--- config.mk ---
export PLATFORM = sky130hd
export DESIGN_NAME = clkdiv_ctrl
export DESIGN_NICKNAME = d
export VERILOG_FILES = /design/src/rtl/clkdiv_ctrl.sv
export SDC_FILE = /design/constraint.sdc
export NUM_CORES = 1
export LEC_CHECK = 0
export BUFFER_PORTS_ARGS = -buffer_cell sky130_fd_sc_hd__buf_4
export CAP_MARGIN = 20
export CELL_PAD_IN_SITES_DETAIL_PLACEMENT = 0
export CELL_PAD_IN_SITES_GLOBAL_PLACEMENT = 1
export CORE_MARGIN = 3
export CORE_UTILIZATION = 48
export DETAILED_ROUTE_END_ITERATION = 10
export PLACE_DENSITY = 0.89
export SYNTH_ARGS = -nofsm -noshare
export SYNTH_HDL_FRONTEND = slang
export SYNTH_SLANG_ARGS = --single-unit
--- constraint.sdc ---
create_clock -name clk -period 6.25 [get_ports clk]
set_clock_uncertainty 0.1 [all_clocks]
set_input_delay 0.3125 -clock clk [delete_from_list [all_inputs] [get_ports clk]]
set_output_delay 0.3125 -clock clk [all_outputs]
set_load 0.05 [all_outputs]
--- src/rtl/clkdiv_ctrl.sv ---
// Programmable clock divider with handshaked, glitch-free reconfiguration,
// burst / continuous modes and graceful stop that never truncates a high phase.
module clkdiv_ctrl (
    input  logic        clk,
    input  logic        rst_n,
    input  logic        cfg_valid,
    output logic        cfg_ready,
    input  logic [21:0] cfg_maxcount,
    input  logic [7:0]  cfg_pulses,
    input  logic        start,
    input  logic        stop,
    output logic        sclk,
    output logic        sclk_rise,
    output logic        busy,
    output logic        done,
    output logic [21:0] cur_maxcount
);

    localparam int unsigned CW = 22;
    localparam int unsigned PW = 8;

    typedef enum logic [1:0] {
        IDLE     = 2'd0,
        RUN      = 2'd1,
        STOPPING = 2'd2
    } state_t;

    state_t          state, state_nxt;
    logic [CW-1:0]   count, count_nxt;
    logic [CW-1:0]   cur_nxt;
    logic [PW-1:0]   pulses, pulses_nxt;
    logic [PW-1:0]   remaining, remaining_nxt;
    logic            burst, burst_nxt;
    logic            shadow_valid, shadow_valid_nxt;
    logic [CW-1:0]   shadow_maxcount, shadow_maxcount_nxt;
    logic [PW-1:0]   shadow_pulses, shadow_pulses_nxt;
    logic            sclk_nxt, rise_nxt, done_nxt, busy_nxt, ready_nxt;

    logic            accept;
    logic            toggle;
    logic            go_idle;
    logic [CW-1:0]   cfg_mc_eff;
    logic [PW-1:0]   start_pulses;

    // State and registered outputs
    always_ff @(posedge clk) begin
        if (!rst_n) begin
            state           <= IDLE;
            count           <= '0;
            sclk            <= 1'b0;
            sclk_rise       <= 1'b0;
            done            <= 1'b0;
            busy            <= 1'b0;
            cfg_ready       <= 1'b1;
            cur_maxcount    <= CW'(1);
            pulses          <= '0;
            remaining       <= '0;
            burst           <= 1'b0;
            shadow_valid    <= 1'b0;
            shadow_maxcount <= CW'(1);
            shadow_pulses   <= '0;
        end else begin
            state           <= state_nxt;
            count           <= count_nxt;
            sclk            <= sclk_nxt;
            sclk_rise       <= rise_nxt;
            done            <= done_nxt;
            busy            <= busy_nxt;
            cfg_ready       <= ready_nxt;
            cur_maxcount    <= cur_nxt;
            pulses          <= pulses_nxt;
            remaining       <= remaining_nxt;
            burst           <= burst_nxt;
            shadow_valid    <= shadow_valid_nxt;
            shadow_maxcount <= shadow_maxcount_nxt;
            shadow_pulses   <= shadow_pulses_nxt;
        end
    end

    // Next-state and output decode
    always_comb begin
        state_nxt           = state;
        count_nxt           = count;
        sclk_nxt            = sclk;
        rise_nxt            = 1'b0;
        done_nxt            = 1'b0;
        cur_nxt             = cur_maxcount;
        pulses_nxt          = pulses;
        remaining_nxt       = remaining;
        burst_nxt           = burst;
        shadow_valid_nxt    = shadow_valid;
        shadow_maxcount_nxt = shadow_maxcount;
        shadow_pulses_nxt   = shadow_pulses;
        go_idle             = 1'b0;

        accept       = cfg_valid && cfg_ready;
        cfg_mc_eff   = (cfg_maxcount == '0) ? CW'(1) : cfg_maxcount;
        toggle       = (count == cur_maxcount - CW'(1));
        start_pulses = accept ? cfg_pulses : pulses;

        case (state)
            IDLE: begin
                if (accept) begin
                    cur_nxt    = cfg_mc_eff;
                    pulses_nxt = cfg_pulses;
                end
                if (start && !stop) begin
                    state_nxt     = RUN;
                    count_nxt     = '0;
                    sclk_nxt      = 1'b0;
                    remaining_nxt = start_pulses;
                    burst_nxt     = (start_pulses != '0);
                end
            end
            RUN: begin
                if (accept) begin
                    shadow_valid_nxt    = 1'b1;
                    shadow_maxcount_nxt = cfg_mc_eff;
                    shadow_pulses_nxt   = cfg_pulses;
                end
                if (stop && !sclk) begin
                    go_idle = 1'b1;
                end else if (toggle) begin
                    // A fall that ends the burst or honours a stop returns to IDLE
                    if (sclk && (stop || (burst && remaining == PW'(1)))) begin
                        go_idle = 1'b1;
                    end else begin
                        sclk_nxt  = !sclk;
                        rise_nxt  = !sclk;
                        count_nxt = '0;
                        if (sclk && burst) begin
                            remaining_nxt = remaining - PW'(1);
                        end
                        if (shadow_valid) begin
                            cur_nxt          = shadow_maxcount;
                            pulses_nxt       = shadow_pulses;
                            shadow_valid_nxt = 1'b0;
                        end
                    end
                end else begin
                    count_nxt = count + CW'(1);
                    if (stop) begin
                        state_nxt = STOPPING;
                    end
                end
            end
            STOPPING: begin
                if (toggle) begin
                    go_idle = 1'b1;
                end else begin
                    count_nxt = count + CW'(1);
                end
            end
            default: begin
                state_nxt = IDLE;
            end
        endcase

        if (go_idle) begin
            state_nxt        = IDLE;
            count_nxt        = '0;
            sclk_nxt         = 1'b0;
            done_nxt         = 1'b1;
            shadow_valid_nxt = 1'b0;
        end

        busy_nxt  = (state_nxt != IDLE);
        ready_nxt = (state_nxt == IDLE) || ((state_nxt == RUN) && !shadow_valid_nxt);
    end

endmodule
==> Word-level counts from Yosys, hierarchy flattened <==
Cells that the tools add are included.
{ "word_totals": {"reg_bits": 99, "latchBits": 0, "ram_bits": 0, "romBits": 0, "input_bits": 35, "output_inout_bits": 27, "elab_cells": 111, "memories": 0} }
{ "op_classes": {"n_addsub": 3, "n_mul": 0, "div": 0, "order_cmp": 0, "eq_ne": 14, "shift": 0, "n_mux": 49, "bitwise_logic": 3, "reduce_logical": 28} }
{ "ops": {"columns": ["op", "count"], "rows": [
  ["$mux W22", 11],
  ["$mux W8", 10],
  ["$pmux W22 S3", 1],
  ["$pmux W22 S2", 1],
  ["$pmux W8 S2", 2],
  ["$add A22 B1 Y22 const B", 1],
  ["$eq A22 B22 Y1", 1],
  ["$logic_not A22 Y1", 1],
  ["$sub A22 B1 Y22 const B", 1],
  ["$mux W1", 16],
  ["$ne A2 B2 Y1 const B", 8],
  ["$reduce_and A5 Y1", 3],
  ["$reduce_and A6 Y1", 2],
  ["$mux W2", 5],
  ["$eq A8 B1 Y1 const B", 1],
  ["$reduce_bool A8 Y1", 1],
  ["$sub A8 B1 Y8 const B", 1],
  ["$logic_and A1 B1 Y1", 7],
  ["$pmux W2 S3", 1],
  ["$reduce_or A5 Y1", 1],
  ["$eq A2 B1 Y1 const B", 2],
  ["$logic_not A2 Y1", 2],
  ["$pmux W1 S2", 2],
  ["$reduce_and A2 Y1", 2],
  ["other kinds (8)", 14]
]} }

==> Logic depth before layout (Yosys ltp) <==
{ "depth": {"word_depth": 12, "ltp_mapped": 14, "depth_no_buf": 10} }

==> Worst setup path before layout <==
OpenSTA, ideal clock, no wires.
{ "synth_timing": {"kind": "register -> register", "start": "reg cur_maxcount[0]", "end": "reg remaining[0]", "setup_ps": 59, "arrival_ps": 3562, "t_required_ps": 6091, "path_slack_ps": 2529, "stages_incl_launch_ff": 14, "path_buffers": 3, "period_less_slack_ps": 3721, "cell_sequence": "dfxtp_1 > clkbuf_1 > inv_1 > ha_1 > or4b_1 > buf_2 > nor4_1 > xnor2_1 > nand3_1 > or4_4 > or4_1 > buf_2 > a21oi_1 > o221a_2"} }
{ "synth_between": {"elab_chain_len": 4} }
{ "synth_lines": {"columns": ["item", "line", "text"], "rows": [
  ["start: declaration", "16", "output logic [21:0] cur_maxcount"],
  ["start signal: assignment", "70", "cur_maxcount <= cur_nxt;"],
  ["$sub A22 B1 Y22", "98", "toggle = (count == cur_maxcount - CW'(1));"],
  ["$eq A22 B22 Y1", "98", null],
  ["$ne A2 B2 Y1 (no source line)", null, null],
  ["$reduce_and A6 Y1 (no source line)", null, null],
  ["end signal: assignment", "72", "remaining <= remaining_nxt;"],
  ["end: declaration", "32", "logic [PW-1:0] remaining, remaining_nxt;"]
]} }
Every way passes these cells.
A chain may end at the register's enable or synchronous reset.

==> Worst setup path in the final report <==
{ "layout_timing": {"start": "reg cur_maxcount[0]", "end": "reg count[12]"} }
{ "layout_between": {"elab_chain_len": 6, "word_cells_on_any_way": 13, "cone_classes": "1 x add/sub; 3 x eq/ne; 7 x mux; 2 x reduce/logical"} }
{ "layout_lines": {"columns": ["item", "line", "text"], "rows": [
  ["$sub A22 B1 Y22 (*)", "98", null],
  ["$eq A22 B22 Y1 (*)", "98", null],
  ["$mux W1", "123", "end else if (toggle) begin"],
  ["$mux W1", "121", "if (stop && !sclk) begin"],
  ["$pmux W1 S2", "101", "case (state)"],
  ["$reduce_or A2 Y1 (no source line)", null, null],
  ["end signal: assignment", "64", "count <= count_nxt;"],
  ["end: declaration", "29", "logic [CW-1:0] count, count_nxt;"]
]} }
Every way passes the cells marked *; elsewhere a longest branch is shown, timed or not. The select of a mux whose other input is x is not followed.

==> flow_summary.json <==
{
  "nFillCells": 1142,
  "gp_congestion": 0.905,
  "post_cts_resized": 0,
  "syn-num-nets": 797,
  "crit_chain": "inv_1 -> ha_1 -> or4b_1 -> nor4_1 -> xnor2_1 -> nand3_1 -> nor4_1 -> a21oi_1 -> o31ai_2 -> nor2_1",
  "postSynth.asyncResetShare_pct": 0,
  "antenna_found_initial": 0,
  "ys_seq_area_share_pct": 32.9,
  "dieArea_sq_um": 13900,
  "required_ps": 6350,
  "initial_core_util_pct": 49.7,
  "crit_arrival_ps": 4370,
  "tritoncts.num_buffers": 9,
  "drtIter0Drc": 586,
  "status": "finished, final reports clean",
  "ys_top_cells_by_count": "nand2_1, dfxtp_1, a21oi_1, nor2_1, mux2i_1",
  "syn_area_per_cell_sq_um": 7.98,
  "dp_hpwl_mm": 11.9,
  "die_y_um": 118,
  "ys_seq_elements": 99,
  "drive_gt1_share_pct": 16.5,
  "worstHoldPathType": "input pin to register",
  "antenna_cells": 0,
  "placed_cell_area_sq_um": 6530,
  "cts_setup_buffers": 0,
  "synthesis.area_sq_um": 6020,
  "yosys.area.top_type": "dfxtp_1",
  "crit_path_frequent_cell": "nor4_1",
  "cpMaxStageDelayCell": "o31ai_2",
  "worst_pin_slew_ps": 955,
  "relSlewSlack_pct": 36.0,
  "area_growth_pct": 13.8,
  "cp_max_fo": 13,
  "portBuffers": 61,
  "end_kind": "register",
  "cts_tree": "done",
  "cts.sinks": 99,
  "drv_slew": 0,
  "max_freq_mhz": 235,
  "grt_overflow": 0,
  "wl_per_cell_um": 17.2,
  "p_leak_nw": 2.59,
  "drt-total-wl_mm": 16.4,
  "finalHoldViolCount": 0,
  "grt_max_degree": 59,
  "core_area_sq_um": 12100,
  "drt-pass1-iter-count": 5,
  "tns_ps": 0,
  "yosys-top-cells-area": "dfxtp_1, nand2_1, a21oi_1",
  "ir_worst_vdd_mv": 0.195,
  "synth.top_cell.area_share_pct": 32.9,
  "crit_buf_inv": 1,
  "rsz0062_at_grt": "no",
  "grt_pass1_wl_mm": 27.2,
  "min_period_ps": 4260,
  "avgViaCountPerCell": 5.96,
  "rows": 40,
  "path_class": "register to register",
  "cts_max_path_buffers": 2,
  "synth.most_common_cell": "nand2_1",
  "fin_nets": 828,
  "ctsHoldBuffers": 0,
  "cts_root_buf": "clkbuf_16",
  "htreeDepth": 3,
  "p_per_area_nw_per_um2": 257,
  "start_kind": "register",
  "clock_latency_ps": 360,
  "clkTransAtPathRegs_ps": 70,
  "io_pins": 62,
  "slowest_delay_ps": 890,
  "design_area_sq_um": 6850,
  "die_x_um": 118,
  "grt_pass1_vias": 5295,
  "synth_edf_count": 0,
  "track_usage_pct": 23.6,
  "drc": 0,
  "synthFlopType": "dfxtp_1",
  "ant_nets": 0,
  "maxCapViolCount": 0,
  "crit_family": "simple AND/OR/NAND/NOR gates",
  "ys_types": 74,
  "yosys_warnings": 0,
  "vias": 5711,
  "synth_cells": 754,
  "min_period_over_period_pct": 68.2,
  "setup_violations": 0
}
==> path summary, 6_finish.rpt <==
path | to | start | cells after the start | slack [ps]
worst min-delay path | sclk_rise | stop | 2 | 50
worst max register to register | count[12] | cur_maxcount[0] | 10 | 1990
worst max-delay path | count[12] | cur_maxcount[0] | 10 | 1990
worst min register to register | shadow_maxcount[21] | shadow_maxcount[21] | 2 | 350
==> cell families (layout without fill, tap and decap cells) <==
kind of cell	count (synthesis)	count (layout)	synth area share, %
adder cells (fa/ha/maj)	8	8	1.66
buffers and inverters	61	97	4.45
XOR/XNOR	36	36	5.47
AO/OA/AOI/OAI	185	185	19.5
multiplexers	53	53	9.29
AND/OR/NAND/NOR	312	312	26.7
flip-flops	99	99	32.9
==> power breakdown <==
part | internal [W] | switching [W]
Clock | 0.000330 | 0.000267
Combinational | 0.000173 | 0.000282
Sequential | 0.000663 | 0.0000474
==> layer usage <==
| metal | up-vias | share of wire, % | wire length (um) | global-route usage (%) |
|---|---|---|---|---|
| li1 | 2814 | - | - | - |
| met1 | 2703 | 48 | 7810 | 33.4 |
| met2 | 165 | 44 | 7280 | 35.6 |
| met3 | 29 | 6.2 | 1030 | 5.38 |
| met4 | 0 | 1.9 | 314 | 7.62 |
| met5 | - | 0 | 0 | 0 |
==> stage by stage <==
stage | total power, W | setup slack (ps) | hold WS (ps) | std cells | utilization [%]
after floorplan | 0.00105 | 2530 | 290 | 754 | -
after global placement | 0.00117 | 2270 | 338 | 941 | 53.8
after detailed placement | 0.00117 | 2060 | 345 | 942 | 53.9
after CTS | 0.00177 | 2020 | 37.1 | 958 | 56.5
after global routing | 0.00185 | 1570 | 63.7 | 958 | 56.5
final | 0.00176 | 1990 | 52.5 | 958 | 56.5
==> cell type report <==
class / count / area, sq um / share of cell area (%)
multi-input combinational: 594 / 3770 / 55.1
sequential: 99 / 1980 / 28.9
timing repair buffer: 67 / 510 / 7.46
clock buffer: 10 / 239 / 3.49
tap: 168 / 210 / 3.07
clock inverter: 6 / 78.8 / 1.15
inverter: 14 / 52.6 / 0.768
==> layout by cell type (no fill, tap or decap), types with 3 or more instances in the layout <==
| cell | instances |
|---|---|
| mux2_2 | 23 |
| and4_1 | 4 |
| o21ai_0 | 27 |
| o21bai_1 | 6 |
| nor2_1 | 40 |
| o311ai_0 | 3 |
| or3_1 | 13 |
| nand2_1 | 132 |
| dfxtp_1 | 99 |
| o41ai_1 | 3 |
| ha_1 | 7 |
| o31ai_1 | 8 |
| nor4_1 | 15 |
| xor2_1 | 9 |
| nor3_2 | 3 |
| a311oi_1 | 8 |
| and3_1 | 11 |
| buf_4 | 66 |
| o21a_1 | 3 |
| mux2i_1 | 30 |
| and2_1 | 7 |
| o22ai_1 | 8 |
| nand2b_1 | 5 |
| o32ai_1 | 3 |
| o211ai_1 | 6 |
| xnor2_1 | 26 |
| nand3_1 | 22 |
| or4_1 | 13 |
| a31oi_1 | 8 |
| a21oi_1 | 75 |
| nor3_1 | 10 |
| clkbuf_16 | 9 |
| a21o_1 | 5 |
| inv_1 | 12 |
| nand4_1 | 14 |
==> state kept, by name, indices dropped and copies added, names as in the netlist <==
signal	flops
shadow_maxcount	22
done	1
state	2
shadow_pulses	8
count	22
remaining	8
pulses	8
busy	1
shadow_valid	1
sclk_rise	1
cur_maxcount	22
sclk	1
burst	1
cfg_ready	1
Note: power is estimated with default switching activity, not from simulation.
